[src/rtl/traffic_lights_cmd_sender.sv]
// ---------------------------------------------------------------------------
// traffic_lights_cmd_sender
//
// Turns one upstream request into a short, fixed sequence of commands for a
// traffic_lights controller. The commands are optionally spaced by idle gap
// cycles. Requests are accepted only while idle. Phase times are clamped
// and captured at acceptance, so later input changes cannot disturb a
// sequence that is already running.
//
// Sequences:
//   PROGRAM : SET_MANUAL, SET_RED(red), SET_YELLOW(yellow), SET_GREEN(green), SET_ON
//   MANUAL  : SET_MANUAL
//   ON      : SET_ON
//   kind 3  : accepted and silently dropped
//
// Parameters:
//   CMD_GAP_TICKS  idle cycles between consecutive commands of one sequence
//   MAX_TIME_MS    upper clamp for programmed times (0 is raised to 1)
//
// Ports:
//   clk_2k_i      in   single clock, rising edge
//   srst_i        in   synchronous active-high reset
//   req_valid_i   in   request valid
//   req_ready_o   out  high only while idle
//   req_kind_i    in   0 PROGRAM, 1 MANUAL, 2 ON, 3 reserved
//   red_ms_i      in   red time in ms (PROGRAM only)
//   yellow_ms_i   in   yellow time in ms (PROGRAM only)
//   green_ms_i    in   green time in ms (PROGRAM only)
//   cmd_type_o    out  command; holds SET_ON while cmd_valid_o is low
//   cmd_valid_o   out  one cycle per command, no backpressure
//   cmd_data_o    out  clamped time for SET_RED/YELLOW/GREEN, else 0
//   done_o        out  one-cycle pulse after the last command
//   clamp_o       out  one-cycle pulse when an accepted PROGRAM was clamped
// ---------------------------------------------------------------------------

package definitions_pkg;
    typedef enum logic [2:0] {
        SET_ON     = 3'd0,
        SET_OFF    = 3'd1,
        SET_MANUAL = 3'd2,
        SET_GREEN  = 3'd3,
        SET_RED    = 3'd4,
        SET_YELLOW = 3'd5
    } command_e;
endpackage

module traffic_lights_cmd_sender
    import definitions_pkg::*;
#(
    parameter int          CMD_GAP_TICKS = 0,
    parameter logic [15:0] MAX_TIME_MS   = 16'd65535
) (
    input  logic        clk_2k_i,
    input  logic        srst_i,
    input  logic        req_valid_i,
    output logic        req_ready_o,
    input  logic [1:0]  req_kind_i,
    input  logic [15:0] red_ms_i,
    input  logic [15:0] yellow_ms_i,
    input  logic [15:0] green_ms_i,
    output command_e    cmd_type_o,
    output logic        cmd_valid_o,
    output logic [15:0] cmd_data_o,
    output logic        done_o,
    output logic        clamp_o
);

    localparam logic [1:0] KIND_PROGRAM = 2'd0;
    localparam logic [1:0] KIND_MANUAL  = 2'd1;
    localparam logic [1:0] KIND_ON      = 2'd2;

    typedef enum logic [2:0] {
        IDLE, S_MANUAL, S_RED, S_YELLOW, S_GREEN, S_ON, GAP, DONE
    } state_e;

    state_e      r_state;
    state_e      r_resume;      // command state to enter when the gap expires
    logic [15:0] r_gap_cnt;
    logic [1:0]  r_kind;
    logic [15:0] r_red;
    logic [15:0] r_yellow;
    logic [15:0] r_green;
    logic        r_cmd_valid;
    command_e    r_cmd_type;
    logic [15:0] r_cmd_data;
    logic        r_done;
    logic        r_clamp;

    state_e      w_next_state;
    state_e      w_follow;      // command (or DONE) after the current command
    logic        w_gap_load;
    logic        w_accept;
    logic [15:0] w_red_c;
    logic [15:0] w_yellow_c;
    logic [15:0] w_green_c;
    logic        w_clamp_any;
    logic        w_cmd_valid;
    command_e    w_cmd_type;
    logic [15:0] w_cmd_data;

    function automatic logic [15:0] clamp_time(input logic [15:0] t);
        if (t == 16'd0)
            return 16'd1;
        else if (t > MAX_TIME_MS)
            return MAX_TIME_MS;
        else
            return t;
    endfunction

    assign req_ready_o = (r_state == IDLE);
    assign w_accept    = req_valid_i && req_ready_o;

    assign w_red_c     = clamp_time(red_ms_i);
    assign w_yellow_c  = clamp_time(yellow_ms_i);
    assign w_green_c   = clamp_time(green_ms_i);
    assign w_clamp_any = (w_red_c != red_ms_i) || (w_yellow_c != yellow_ms_i) ||
                         (w_green_c != green_ms_i);

    // Successor of the command currently on the wire; only PROGRAM chains.
    always_comb begin
        // NOTE: every always_comb output gets a default first so no path can
        // leave it unassigned and infer a latch.
        w_follow = DONE;
        case (r_state)
            S_MANUAL: w_follow = (r_kind == KIND_PROGRAM) ? S_RED : DONE;
            S_RED:    w_follow = S_YELLOW;
            S_YELLOW: w_follow = S_GREEN;
            S_GREEN:  w_follow = S_ON;
            default:  w_follow = DONE;
        endcase
    end

    always_comb begin
        w_next_state = r_state;
        w_gap_load   = 1'b0;
        case (r_state)
            IDLE: begin
                if (w_accept) begin
                    case (req_kind_i)
                        KIND_PROGRAM, KIND_MANUAL: w_next_state = S_MANUAL;
                        KIND_ON:                   w_next_state = S_ON;
                        default:                   w_next_state = IDLE;  // reserved: drop
                    endcase
                end
            end
            S_MANUAL, S_RED, S_YELLOW, S_GREEN, S_ON: begin
                if ((w_follow != DONE) && (CMD_GAP_TICKS > 0)) begin
                    w_next_state = GAP;
                    w_gap_load   = 1'b1;
                end else begin
                    w_next_state = w_follow;
                end
            end
            GAP:     if (r_gap_cnt == 16'd0) w_next_state = r_resume;
            DONE:    w_next_state = IDLE;
            default: w_next_state = IDLE;
        endcase
    end

    // Outputs are decoded from the next state and registered alongside it,
    // so they line up with the state register and have no input-to-output path.
    always_comb begin
        w_cmd_valid = 1'b0;
        w_cmd_type  = SET_ON;
        w_cmd_data  = 16'd0;
        case (w_next_state)
            S_MANUAL: begin w_cmd_valid = 1'b1; w_cmd_type = SET_MANUAL; end
            S_RED:    begin w_cmd_valid = 1'b1; w_cmd_type = SET_RED;    w_cmd_data = r_red;    end
            S_YELLOW: begin w_cmd_valid = 1'b1; w_cmd_type = SET_YELLOW; w_cmd_data = r_yellow; end
            S_GREEN:  begin w_cmd_valid = 1'b1; w_cmd_type = SET_GREEN;  w_cmd_data = r_green;  end
            S_ON:     begin w_cmd_valid = 1'b1; w_cmd_type = SET_ON;     end
            default:  ;
        endcase
    end

    always_ff @(posedge clk_2k_i) begin
        // NOTE: sequential state uses non-blocking assignments so every
        // register samples pre-edge values regardless of statement order.
        if (srst_i) begin
            r_state     <= IDLE;
            r_resume    <= IDLE;
            r_gap_cnt   <= 16'd0;
            r_kind      <= KIND_PROGRAM;
            r_red       <= 16'd0;
            r_yellow    <= 16'd0;
            r_green     <= 16'd0;
            r_cmd_valid <= 1'b0;
            r_cmd_type  <= SET_ON;
            r_cmd_data  <= 16'd0;
            r_done      <= 1'b0;
            r_clamp     <= 1'b0;
        end else begin
            r_state     <= w_next_state;
            r_cmd_valid <= w_cmd_valid;
            r_cmd_type  <= w_cmd_type;
            r_cmd_data  <= w_cmd_data;
            r_done      <= (w_next_state == DONE);
            r_clamp     <= w_accept && (req_kind_i == KIND_PROGRAM) && w_clamp_any;

            if (w_accept) begin
                r_kind   <= req_kind_i;
                r_red    <= w_red_c;
                r_yellow <= w_yellow_c;
                r_green  <= w_green_c;
            end

            // Loaded with TICKS-1 so GAP spans exactly CMD_GAP_TICKS cycles.
            if (w_gap_load) begin
                r_gap_cnt <= 16'(CMD_GAP_TICKS - 1);
                r_resume  <= w_follow;
            end else if ((r_state == GAP) && (r_gap_cnt != 16'd0)) begin
                r_gap_cnt <= r_gap_cnt - 16'd1;
            end
        end
    end

    assign cmd_valid_o = r_cmd_valid;
    assign cmd_type_o  = r_cmd_type;
    assign cmd_data_o  = r_cmd_data;
    assign done_o      = r_done;
    assign clamp_o     = r_clamp;

endmodule

[config.mk]
export PLATFORM = sky130hd
export DESIGN_NAME = traffic_lights_cmd_sender
export DESIGN_NICKNAME = d
export VERILOG_FILES = /design/src/rtl/traffic_lights_cmd_sender.sv
export SDC_FILE = /design/constraint.sdc
export NUM_CORES = 1
export LEC_CHECK = 0
export CORE_ASPECT_RATIO = 1.75
export CORE_MARGIN = 5
export CORE_UTILIZATION = 30
export DETAILED_ROUTE_END_ITERATION = 12
export PLACE_DENSITY_LB_ADDON = 0.25
export SYNTH_ARGS = -nofsm -noshare
export SYNTH_HDL_FRONTEND = slang
export SYNTH_SLANG_ARGS = --single-unit
[constraint.sdc]
create_clock -name clk_2k_i -period 4.5 [get_ports clk_2k_i]
set_input_delay 1.125 -clock clk_2k_i [delete_from_list [all_inputs] [get_ports clk_2k_i]]
set_output_delay 1.125 -clock clk_2k_i [all_outputs]
set_load 0.005 [all_outputs]
## Yosys cells after proc, flatten, opt, wreduce, memory -nomap -nowiden

Index checks and enable logic that the tools add are counted.

| storage, ports and cells | value |
|---|---|
| input port bits | 53 |
| register bits | 91 |
| logic and storage cells | 65 |
| output and inout port bits | 23 |

| operators by class | value |
|---|---|
| add/sub/neg operators | 1 |
| magnitude comparators | 3 |
| reductions and logical operators | 17 |
| muxes and demuxes | 15 |
| equality and inequality tests | 18 |

Operators with widths:

| kind | count |
|---|---|
| $mux W16 | 6 |
| $logic_not A16 Y1 | 4 |
| $gt A16 B16 Y1 const B | 3 |
| $ne A16 B16 Y1 | 3 |
| $pmux W16 S3 | 1 |
| $pmux W3 S4 | 3 |
| $eq A3 B3 Y1 const B | 7 |
| $reduce_bool A16 Y1 | 1 |
| $sub A16 B1 Y16 const B | 1 |
| $eq A3 B2 Y1 const B | 4 |
| $reduce_or A5 Y1 | 2 |
| $mux W3 | 3 |
| $eq A3 B1 Y1 const B | 2 |
| $pmux W3 S2 | 1 |
| $logic_and A1 B1 Y1 | 4 |
| $logic_not A2 Y1 | 2 |
| $logic_not A3 Y1 | 1 |
| $eq A2 B1 Y1 const B | 1 |
| $eq A2 B2 Y1 const B | 1 |
| $logic_or A1 B1 Y1 | 2 |
| $reduce_or A2 Y1 | 1 |
| $mux W1 | 1 |

## Depth between registers and ports, before layout

| depth | value |
|---|---|
| depth in word-level cells | 8 |
| gate-level depth with buffers | 9 |
| depth with buffers taken out | 8 |

## Worst setup path before layout

OpenSTA, ideal clock, no wires.

| path | value |
|---|---|
| path kind | input-to-reg |
| from | input req_valid_i |
| to | register r_cmd_data[10] (netlist: cmd_data_o[10]) |
| setup time | 0.070 ns |
| arrival | 2.566 ns |
| path buffers | 2 |
| stages on the path | 8 |
| required time | 4.430 ns |
| slack | 1.864 ns |
| cell sequence | or4b_1 -> clkbuf_1 -> nor2_2 -> a2bb2oi_1 -> a21oi_4 -> buf_2 -> nand3_1 -> a21oi_1 |

| on the way | value |
|---|---|
| longest elaborated chain between the ends | 5 |
| elaborated cells between the ends (all ways) | 7 |
| those cells by class | 3 x eq/ne; 3 x mux; 1 x reduce/logical |

RTL lines:

| what | line | source |
|---|---|---|
| start: declaration | 55 | `input logic req_valid_i,` |
| $logic_and A1 B1 Y1 * | 111 | `assign w_accept = req_valid_i && req_ready_o;` |
| $mux W3 * | 138 | `if (w_accept) begin` |
| $pmux W3 S4 * | 136 | `case (r_state)` |
| $eq A3 B3 Y1 / $eq A3 B2 Y1 (equally long branches) | 166 | `case (w_next_state)` |
| $pmux W16 S3 * | 166 |  |
| end signal: assignment | 196 | `r_cmd_data <= w_cmd_data;` |
| end: declaration | 85 | `logic [15:0] r_cmd_data;` |

Every way passes the cells marked *; elsewhere a longest branch is shown, timed or not.
A chain may end at the register's enable or synchronous reset.

## Worst setup path in the final report

| path | value |
|---|---|
| from | input req_valid_i |
| to | register r_cmd_data[13] (netlist: cmd_data_o[13]) |

The elaborated chain is that of the path after synthesis.

==> flow_metrics.env <==
export IMPL_status="finished, final reports clean"
export IMPL_antenna_found_initial=0
export IMPL_tightest_slew_ns=1.167
export IMPL_ir_drop_v=0.0002227
export IMPL_post_cts_resized=0
export IMPL_die_w_um=93.07
export IMPL_p_leak_nw=1.674
export IMPL_drt_iter0_markers=187
export IMPL_synth_top_flop_cell="dfxtp_1"
export IMPL_clock_root_buffer="clkbuf_16"
export IMPL_final_nets=555
export IMPL_required_ns=4.76
export IMPL_coreArea_um2=11940
export IMPL_synth_nets=493
export IMPL_drc=0
export IMPL_row_count=53
export IMPL_yosysWarnings=0
export IMPL_r2r_setup_slack_ns=1.72
export IMPL_wl_met2_mm=5.481
export IMPL_cts_max_level=3
export IMPL_slowest_delay_ns=0.47
export IMPL_crit_chain="clkdlybuf4s50_1 > or4b_1 > nor2_2 > a2bb2oi_1 > a21oi_4 > a31oi_4 > a21oi_1"
export IMPL_drt_wirelength_per_cell_um=16.15
export IMPL_synth_largest_area_cell="dfxtp_1"
export IMPL_setup_tns_ns=0
export IMPL_firstDrtPassIters=5
export IMPL_vias_per_cell=4.966
export IMPL_grt_pass1_vias=3246
export IMPL_cts_hold_buf=0
export IMPL_endpoint_kind="register"
export IMPL_drive_above_1_share_pct=6.733
export IMPL_grt_pass1_wl_mm=16.45
export IMPL_yosysTopAreaCellShare_pct=50.29
export IMPL_grt_ovfl_total=0
export IMPL_cts_buffers=9
export IMPL_drv_cap=0
export IMPL_synth_edf_count=0
export IMPL_synth_seq_area_share_pct=50.29
export IMPL_cts_setup_buffers=0
export IMPL_p_per_area_nw_per_um2=449.1
export IMPL_syn_area_um2=3622
export IMPL_timing_slew_headroom_pct=21.48
export IMPL_ios=76
export IMPL_layout_cells_non_filler=642
export IMPL_port_buffers=75
export IMPL_rsz0062_at_grt="false"
export IMPL_period_share_pct=67.57
export IMPL_yosysUniqueCellTypes=40
export IMPL_slew_violations=0
export IMPL_grt_total_usage_pct=14.73
export IMPL_clockBufferDepth=2
export IMPL_wl_met3_um=514
export IMPL_critical_path_slowest_cell="clkdlybuf4s50_1"
export IMPL_start_util_pct=30.35
export IMPL_skew_ns=0.01008
export IMPL_place_congestion=0.7981
export IMPL_fillers=1216
export IMPL_dieArea_um2=14460
export IMPL_die_h_um=155.4
export IMPL_syn_avg_cell_area_um2=8.270
export IMPL_ys_top_cells_by_area="dfxtp_1, nand2_1, a21oi_1"
export IMPL_cp_arrival_ns=3.30
export IMPL_startpoint_type="input pin"
export IMPL_whs_ns=0.4557
export IMPL_fmax_mhz=328.9
export IMPL_finalWorstSetupSlack_ns=1.459
export IMPL_fin_crit_ns=3.041
export IMPL_setup_viol=0
export IMPL_dp_slack_ns=1.089
export IMPL_wl_met1_mm=4.103
export IMPL_num_vias=3188
export IMPL_synthCells=438
export IMPL_dp_cells=626
export IMPL_highest_layer="met4"
export IMPL_grt_max_degree=59
export IMPL_hold_viol_final=0
export IMPL_clk_pin_slew_ns=0.07
export IMPL_area_growth_pct=32.16
export IMPL_setup_worst_path_class="in2reg"
export IMPL_ys_ff_latch=91
export IMPL_antenna_cells=0
export IMPL_wirelength_mm=10.37
export IMPL_clock_sinks=91
export IMPL_critPathMaxFanout=18
export IMPL_hold_path_class="reg2reg"
export IMPL_cts_tree="yes"
export IMPL_ant_nets=0
export IMPL_dp_hpwl_mm=7.608
export IMPL_async_flop_share_pct=0
export IMPL_clk_latency_ns=0.34
worst paths after layout:
check	from	end	cells after the start
max reg2reg	r_gap_cnt[2]	cmd_data_o[13]	6
min reg2reg	r_green[15]	r_green[15]	2
min	r_green[15]	r_green[15]	2
max	req_valid_i	cmd_data_o[13]	7
logic make-up (layout without fill, tap and decap cells):
| family | Yosys count | after routing | synth area share (%) |
|---|---|---|---|
| simple gates | 198 | 198 | 25.53 |
| fa+ha+maj | 2 | 2 | 0.6907 |
| buf+inv | 34 | 101 | 3.938 |
| xor+xnor | 16 | 16 | 3.869 |
| flops | 91 | 91 | 50.29 |
| compound gates | 97 | 97 | 15.68 |
cells in the final DEF (no fill, tap or decap), types with 4 or more instances in the layout:
cell type	instances
dfxtp_1	91
buf_4	4
clkbuf_16	9
nand2_1	100
clkdlybuf4s50_1	74
a21oi_1	70
o21ai_0	4
xor2_1	7
nor4_1	17
nor2_1	31
inv_1	6
nor3_1	6
a22oi_1	16
xnor2_1	9
nand3_1	18
Yosys cell counts, types with 2 or more instances:
master / number
nor3_1: 7
ha_1: 2
a21oi_1: 70
a22oi_1: 16
o21ai_0: 4
or2_2: 2
dfxtp_1: 91
nor4_1: 17
buf_2: 3
nand4_1: 3
nor2_2: 2
or3b_2: 2
xnor2_1: 9
nand2_1: 100
or4_1: 2
clkbuf_1: 23
nand3_1: 18
nor2b_1: 2
nor2_1: 31
and2_1: 2
inv_1: 6
nand2b_1: 2
xor2_1: 7
metrics by stage:
step / cell area [um2] / util, % / total power [mW]
2_1_floorplan: 3622 / - / 1.185
3_3_place_gp: 4454 / 37.32 / 1.341
3_5_place_dp: 4454 / 37.32 / 1.342
4_1_cts: 4787 / 40.10 / 2.175
5_1_grt: 4787 / 40.10 / 2.260
6_report: 4787 / 40.10 / 2.150
registers in the layout, summed over array words and instances, names as in the netlist:
| register | count |
|---|---|
| cmd_data_o | 16 |
| r_gap_cnt | 16 |
| r_green | 16 |
| r_red | 16 |
| r_yellow | 16 |
| cmd_type_o | 3 |
| r_state | 3 |
| r_kind | 2 |
| clamp_o | 1 |
| cmd_valid_o | 1 |
| done_o | 1 |
metal layers:
layer,track usage [%],vias up
met5,0,-
met4,7.058,0
met3,3.532,15
met2,26.50,64
met1,15.92,1491
li1,-,1618
critical path: cells and delay by family:
family / cells / cell delay (ns)
AND/OR/NAND/NOR: 2 / 0.59
buffers and inverters: 1 / 0.47
AO/OA/AOI/OAI: 4 / 1.10
area by class of cell:
class	instances	area, um2	area share [%]
sequential	91	1822	38.06
multi-input combinational	313	1663	34.74
timing repair buffer	79	775.7	16.20
clock buffer	10	239.0	4.992
tap	137	171.4	3.581
clock inverter	6	93.84	1.960
inverter	6	22.52	0.4705
report_power, final:
group	switching [mW]	total, mW	internal (mW)
clock network	0.322	0.829	0.508
logic	0.234	0.392	0.159
registers	0.0493	0.928	0.879
Power figures use the tool's default switching activity.
